--- config.mk ---
export PLATFORM = sky130hd
export DESIGN_NAME = uart_cmd_decoder
export DESIGN_NICKNAME = d
export VERILOG_FILES = /design/src/rtl/uart_cmd_decoder.sv
export SDC_FILE = /design/constraint.sdc
export NUM_CORES = 1
export LEC_CHECK = 0
export ABC_CLOCK_PERIOD_IN_PS = 5600
export CAP_MARGIN = 20
export CORE_MARGIN = 2
export CORE_UTILIZATION = 30
export DETAILED_ROUTE_END_ITERATION = 10
export GPL_ROUTABILITY_DRIVEN = 0
export PLACE_DENSITY_LB_ADDON = 0.2
export SYNTH_ARGS = -nofsm -noshare
export SYNTH_HDL_FRONTEND = slang
export SYNTH_SLANG_ARGS = --single-unit
--- constraint.sdc ---
create_clock -name clock -period 5.6 [get_ports clock]
set_input_delay 0.84 -clock clock [delete_from_list [all_inputs] [get_ports clock]]
set_output_delay 0.84 -clock clock [all_outputs]
set_load 0.005 [all_outputs]
--- src/rtl/uart_cmd_decoder.sv ---
`default_nettype none
// ============================================================================
//  Module   : uart_cmd_decoder
//  Function : Assembles 5-byte command frames (SYNC, OPCODE, ADDR, VALUE,
//             CHECK) from UART receive bytes. It pulses cmd_valid for a good
//             frame, and it reports, classifies and counts bad frames.
//  Revision : 1.0  initial release
// ============================================================================
module uart_cmd_decoder #(
  parameter int                       TIMEOUT_WIDTH = 20,
  parameter logic [TIMEOUT_WIDTH-1:0] TIMEOUT       = 20'd999999,
  parameter logic [7:0]               SYNC_BYTE     = 8'hA5
) (
  input  logic       clock,
  input  logic       reset,
  input  logic [7:0] rx_data,
  input  logic       rx_strobe,
  output logic       cmd_valid,
  output logic [7:0] cmd_opcode,
  output logic [7:0] cmd_addr,
  output logic [7:0] cmd_value,
  output logic       frame_error,
  output logic [1:0] error_code,
  output logic [7:0] error_count,
  output logic       busy
);

  typedef enum logic [2:0] {
    ST_HUNT   = 3'd0,
    ST_OPCODE = 3'd1,
    ST_ADDR   = 3'd2,
    ST_VALUE  = 3'd3,
    ST_CHECK  = 3'd4
  } state_t;

  localparam logic [1:0] C_ERR_CHECKSUM = 2'd1;
  localparam logic [1:0] C_ERR_TIMEOUT  = 2'd2;
  localparam logic [1:0] C_ERR_OPCODE   = 2'd3;
  localparam logic [TIMEOUT_WIDTH-1:0] C_TMO_ONE = {{(TIMEOUT_WIDTH-1){1'b0}}, 1'b1};

  state_t                   r_state;
  state_t                   w_state_next;
  logic [7:0]               r_sh_opcode;
  logic [7:0]               r_sh_addr;
  logic [7:0]               r_sh_value;
  logic [TIMEOUT_WIDTH-1:0] r_tmo_cnt;
  logic                     w_load_cmd;
  logic                     w_err_fire;
  logic [1:0]               w_err_cause;
  logic                     w_timeout_hit;
  logic [7:0]               w_chk;
  logic                     w_opcode_ok;

  // A pending byte always takes priority over an expiring inter-byte timer.
  assign w_timeout_hit = (r_state != ST_HUNT) && !rx_strobe && (r_tmo_cnt == TIMEOUT);
  assign w_chk         = r_sh_opcode ^ r_sh_addr ^ r_sh_value;
  assign w_opcode_ok   = (r_sh_opcode >= 8'h01) && (r_sh_opcode <= 8'h04);
  assign busy          = (r_state != ST_HUNT);

  // State register.
  always_ff @(posedge clock or posedge reset) begin
    if (reset) r_state <= ST_HUNT;
    else       r_state <= w_state_next;
  end

  // Next-state logic with frame accept / reject decisions.
  always_comb begin
    w_state_next = r_state;
    w_load_cmd   = 1'b0;
    w_err_fire   = 1'b0;
    w_err_cause  = 2'd0;
    case (r_state)
      ST_HUNT: begin
        if (rx_strobe && (rx_data == SYNC_BYTE)) w_state_next = ST_OPCODE;
      end
      ST_OPCODE: begin
        if (rx_strobe) w_state_next = ST_ADDR;
        else if (w_timeout_hit) begin
          w_err_fire   = 1'b1;
          w_err_cause  = C_ERR_TIMEOUT;
          w_state_next = ST_HUNT;
        end
      end
      ST_ADDR: begin
        if (rx_strobe) w_state_next = ST_VALUE;
        else if (w_timeout_hit) begin
          w_err_fire   = 1'b1;
          w_err_cause  = C_ERR_TIMEOUT;
          w_state_next = ST_HUNT;
        end
      end
      ST_VALUE: begin
        if (rx_strobe) w_state_next = ST_CHECK;
        else if (w_timeout_hit) begin
          w_err_fire   = 1'b1;
          w_err_cause  = C_ERR_TIMEOUT;
          w_state_next = ST_HUNT;
        end
      end
      ST_CHECK: begin
        if (rx_strobe) begin
          w_state_next = ST_HUNT;
          if (rx_data != w_chk) begin
            w_err_fire  = 1'b1;
            w_err_cause = C_ERR_CHECKSUM;
          end else if (!w_opcode_ok) begin
            w_err_fire  = 1'b1;
            w_err_cause = C_ERR_OPCODE;
          end else begin
            w_load_cmd = 1'b1;
          end
        end else if (w_timeout_hit) begin
          w_err_fire   = 1'b1;
          w_err_cause  = C_ERR_TIMEOUT;
          w_state_next = ST_HUNT;
        end
      end
      default: w_state_next = ST_HUNT;
    endcase
  end

  // Shadow registers capture frame fields as they arrive; SYNC_BYTE is plain data here.
  always_ff @(posedge clock or posedge reset) begin
    if (reset) begin
      r_sh_opcode <= 8'h00;
      r_sh_addr   <= 8'h00;
      r_sh_value  <= 8'h00;
    end else if (rx_strobe) begin
      if (r_state == ST_OPCODE) r_sh_opcode <= rx_data;
      if (r_state == ST_ADDR)   r_sh_addr   <= rx_data;
      if (r_state == ST_VALUE)  r_sh_value  <= rx_data;
    end
  end

  // Inter-byte idle timer: runs only inside a frame, restarts on each byte.
  always_ff @(posedge clock or posedge reset) begin
    if (reset)                                                 r_tmo_cnt <= '0;
    else if ((r_state == ST_HUNT) || rx_strobe || w_timeout_hit) r_tmo_cnt <= '0;
    else                                                       r_tmo_cnt <= r_tmo_cnt + C_TMO_ONE;
  end

  // Command outputs move only when a good frame completes.
  always_ff @(posedge clock or posedge reset) begin
    if (reset) begin
      cmd_valid  <= 1'b0;
      cmd_opcode <= 8'h00;
      cmd_addr   <= 8'h00;
      cmd_value  <= 8'h00;
    end else begin
      cmd_valid <= w_load_cmd;
      if (w_load_cmd) begin
        cmd_opcode <= r_sh_opcode;
        cmd_addr   <= r_sh_addr;
        cmd_value  <= r_sh_value;
      end
    end
  end

  // Error pulse, held cause and saturating error counter.
  always_ff @(posedge clock or posedge reset) begin
    if (reset) begin
      frame_error <= 1'b0;
      error_code  <= 2'd0;
      error_count <= 8'h00;
    end else begin
      frame_error <= w_err_fire;
      if (w_err_fire) begin
        error_code <= w_err_cause;
        if (error_count != 8'hFF) error_count <= error_count + 8'h01;
      end
    end
  end

endmodule
`default_nettype wire

# Yosys cells after proc, flatten, opt, wreduce, memory -nomap -nowiden
# Index checks and enable logic that the tools add are counted.
# totals
regBits	83
latchBits	0
ram_bits	0
mem_bits_ro	0
in_bits	11
output_inout_bits	37
wordCells	65
n_memories	0
# op_classes
addsub	2
multipliers	0
n_div	0
order_cmp	2
eq_ne	9
shift	0
muxes	24
n_bitwise	2
n_reduce_logical	14
# ops
cell	count
20-bit by 1-bit adder with 20-bit output, second input constant	1
20-bit equality test, second input constant	1
20-bit 2-to-1 mux	1
3-bit 2-to-1 mux	6
8-bit bitwise XOR	2
3-bit one-hot mux with 5 select lines	1
2-bit 2-to-1 mux	5
1-bit 2-to-1 mux	9
8-bit by 1-bit adder with 8-bit output, second input constant	1
8-bit equality test, second input constant	1
8-bit by 1-bit >= comparator with 1-bit output, second input constant	1
8-bit by 3-bit <= comparator with 1-bit output, second input constant	1
8-bit inequality test	1
8-bit inequality test, second input constant	1
2-bit AND reduction	4
3-bit by 2-bit equality test with 1-bit output, second input constant	2
1-bit logical AND	4
2-bit one-hot mux with 2 select lines	1
3-bit by 1-bit equality test with 1-bit output, second input constant	1
3-bit equality test, second input constant	1
3-bit zero test	1
3-bit nonzero test	1
3-bit OR reduction	1
1-bit logical OR	2
3 further kinds	3

# Depth between registers and ports, before layout
# depth
word_depth	7
ltp_mapped	8

# Least setup slack after synthesis
# OpenSTA, ideal clock, no wires.
# synth_path
path_kind	input to register
start	in rx_data[2]
end	reg error_count[1]
setup_time_ps	128
arrival_time_ps	2378
t_required_ps	5472
setup_slack_ps	3094
path_stages	7
path_cell_list	xor2_1 -> xnor2_1 -> nor4_1 -> nand3b_1 -> a21boi_4 -> nor2_2 -> mux2_1
# synth_via
elab_chain_len	5
# synth_lines
item	line_no	text
from (decl)	16	input logic [7:0] rx_data,
8-bit inequality test	103	if (rx_data != w_chk) begin
1-bit 2-to-1 mux	103	
1-bit 2-to-1 mux	101	if (rx_strobe) begin
1-bit one-hot mux with 2 select lines	72	case (r_state)
2-bit AND reduction (no line)	--	
to (signal assigned)	169	if (error_count != 8'hFF) error_count <= error_count + 8'h01;
to (decl)	24	output logic [7:0] error_count,
# No other way between the ends.
# A chain may end at the register's enable or synchronous reset.

# Worst setup path after layout
# layout_path
start	in rx_data[2]
end	reg cmd_value[7]
# layout_via
elab_chain_len	4
# layout_lines
item	line_no	text
8-bit inequality test	103	
1-bit 2-to-1 mux	103	
1-bit 2-to-1 mux	101	
1-bit 2-to-1 mux	72	
to (signal assigned)	154	cmd_value <= r_sh_value;
to (decl)	21	output logic [7:0] cmd_value,
# No other way between the ends.

==> flow_summary.json <==
{
  "status": "finished, final reports clean",
  "die_area_sq_mm": 0.0135,
  "fp.dieH_microns": 116,
  "sw_frac_of_total_pct": 28.7,
  "die-width_microns": 116,
  "fin_setup_tns_ps": 0,
  "rsz0062_at_grt": "false",
  "ctsHoldBuffers": 0,
  "cp_cell_sequence": "clkdlybuf4s50_1, xor2_1, xnor2_1, nor4_1, nand2_1, nor2_1, nand2_1, mux2_1",
  "finClkSkew_ps": 6.16,
  "dr.pass1.iters": 4,
  "post_cts_resized": 0,
  "placed_cell_area_sq_mm": 0.00442,
  "min_path_type": "flop to flop",
  "seq_power_share_pct": 42.4,
  "syn_avg_cell_area_sq_um": 12.2,
  "crit_family": "simple AND/OR/NAND/NOR gates",
  "grt_pass1_vias": 2340,
  "grt_max_degree": 59,
  "num_io_pins": 48,
  "n_antenna_cell": 0,
  "dp.cells": 515,
  "synth_edf_count": 0,
  "clockBufferDepth": 2,
  "reg2reg_slack_ps": 2960,
  "worstPathMaxFanout": 25,
  "area_growth_syn_to_layout_pct": 26.5,
  "ys.flop_type": "dfrtp_1",
  "drtIter0Drc": 132,
  "ant_nets": 0,
  "mappedNetlistArea_sq_mm": 0.00376,
  "p_leak_nw": 2.09,
  "dp_slack_ps": 1890,
  "syn_inst": 308,
  "p_sw_mw": 0.572,
  "cts_max_level": 3,
  "synthDistinctLibCells": 42,
  "grt.total_usage_pct": 11.8,
  "drive_gt1_share_pct": 12.1,
  "start_util_pct": 31.1,
  "antenna_found_initial": 0,
  "clock-sinks": 83,
  "finalCriticalPeriod_ps": 3260,
  "port_buffers": 47,
  "pwr-share-comb_pct": 23.7,
  "wl_per_cell_microns": 13.8,
  "max_cap_violations": 0,
  "nNetsFinal": 371,
  "slew_viol_final": 0,
  "ctsRootBufferMaster": "clkbuf_16",
  "coreArea_sq_mm": 0.0121,
  "yosys_warnings": 0,
  "slowest_stage": "nand2_1",
  "cp.arrival_ps": 3480,
  "hold_ws_ps": 476,
  "routed_via_density": 4.52,
  "rows": 40,
  "finalPower_mw": 2.00,
  "hpwl_microns": 5120,
  "post_cts_buffers": 0,
  "synth.ff_latch_count": 83,
  "gr-total-overflow": 0,
  "clock.fmax_mhz": 307,
  "setup_ws_ps": 2340,
  "finalCritPeriodShare_pct": 58.2,
  "hold_viol": 0,
  "p_int_mw": 1.42,
  "relSlewSlack_pct": 30.9,
  "end_kind": "flop",
  "design_area_sq_mm": 0.00476,
  "wl_microns": 7330,
  "criticalPathCategory": "input port to flop",
  "clock_latency_ps": 340,
  "cts.clk_slew.worst_paths_ps": 60,
  "cts_buffers": 9,
  "syn-num-nets": 321,
  "clkPwrFrac_pct": 34.0,
  "critPathBufInv": 1,
  "vias": 2399,
  "setup_violations": 0,
  "fin_cells": 531,
  "start_kind": "input port",
  "utilization_pct": 39.3,
  "cts_tree": "done",
  "crit_required_ps": 5820,
  "ir_drop_mv": 0.158,
  "max_stage_delay_ps": 610,
  "async_flop_share_pct": 100,
  "grt_pass1_wl_microns": 12200,
  "tightest_slew_ps": 1030,
  "power_density_mw_per_mm2": 420,
  "yosysSeqAreaShare_pct": 55.2,
  "cpMostUsedCell": "nand2_1",
  "drc": 0
}
## registers in the layout, indices dropped and copies added, names as in the netlist
register     cells
cmd_addr         8
cmd_opcode       8
cmd_valid        1
cmd_value        8
error_code       2
error_count      8
frame_error      1
r_sh_addr        8
r_sh_opcode      8
r_sh_value       8
r_state          3
r_tmo_cnt       20
## cells in the mapped netlist (3+ instances only)
cell / instances / area share [%]
dfrtp_1: 83 / 55
nor2_1: 31 / 3.1
mux2_1: 28 / 8.4
xnor2_1: 26 / 6.1
xor2_1: 24 / 5.6
mux2_2: 16 / 4.8
nand3_1: 15 / 2.0
nand2_1: 14 / 1.4
and3_1: 10 / 1.7
clkbuf_1: 6 / 0.60
and2_1: 5 / 0.83
nor4_1: 4 / 0.67
a211oi_1: 3 / 0.60
inv_1: 3 / 0.30
inv_2: 3 / 0.30
## worst reg2reg max path, stage by stage (launching register included)
cell	delay, ps
dfrtp_1	430
xnor2_1	200
xnor2_1	100
nor4_1	390
nand2_1	120
nor2_1	100
nand2_1	610
mux2_1	570
## power groups by stage
stage / Clock, mW / Combinational, mW / Sequential, mW
floorplan: 0 / 0.377 / 0.813
global placement: 0 / 0.478 / 0.856
detailed placement: 0 / 0.482 / 0.858
CTS: 0.696 / 0.486 / 0.848
global route: 0.720 / 0.523 / 0.866
finish: 0.678 / 0.472 / 0.846
## final cells by class
class	count	area, sq um
Clock buffer	10	229
Clock inverter	6	114
Fill cell	1208	7350
Inverter	6	23.8
Multi-Input combinational cell	210	1630
Sequential cell	83	2080
Tap cell	168	210
Timing Repair Buffer	48	478
## layer usage
| metal | up-vias | wire length (microns) | track usage, % | part of all wire, % |
|---|---|---|---|---|
| met4 | 0 | 111 | 4.29 | 1.5 |
| li1 | 1155 | - | - | - |
| met5 | - | 0 | 0 | 0 |
| met3 | 10 | 262 | 3.66 | 3.6 |
| met2 | 34 | 3300 | 17.2 | 45 |
| met1 | 1200 | 3660 | 16.6 | 50 |
## final timing paths
path	from	end	cells after the start
worst max-delay path	rx_data[2]	cmd_value[7]	8
max in group asynchronous	reset	r_tmo_cnt[4]	3
worst min-delay path	r_tmo_cnt[0]	r_tmo_cnt[0]	1
worst min register to register	r_tmo_cnt[0]	r_tmo_cnt[0]	1
worst max register to register	r_sh_opcode[2]	cmd_value[7]	7
min in group asynchronous	reset	r_tmo_cnt[14]	2
## layout by cell type, fill, tap and decap left out, types with 3 or more instances in the layout
cell type,count
a211oi_1,3
inv_2,3
mux2_1,28
clkbuf_16,9
nand3_1,15
bufinv_16,3
nand2_1,14
nor2_1,31
and2_1,5
xor2_1,24
dfrtp_1,83
nor4_1,4
clkdlybuf4s50_1,47
mux2_2,16
and3_1,10
xnor2_1,26
## cell families after synthesis
logic type	synth area share, %
XOR/XNOR	11.6
multiplexers	13.2
AND/OR/NAND/NOR	15.3
buffers and inverters	1.56
AO/OA/AOI/OAI	2.49
flip-flops	55.2
adder cells (fa/ha/maj)	0.665
No activity file was read; power rests on OpenSTA's default activity.
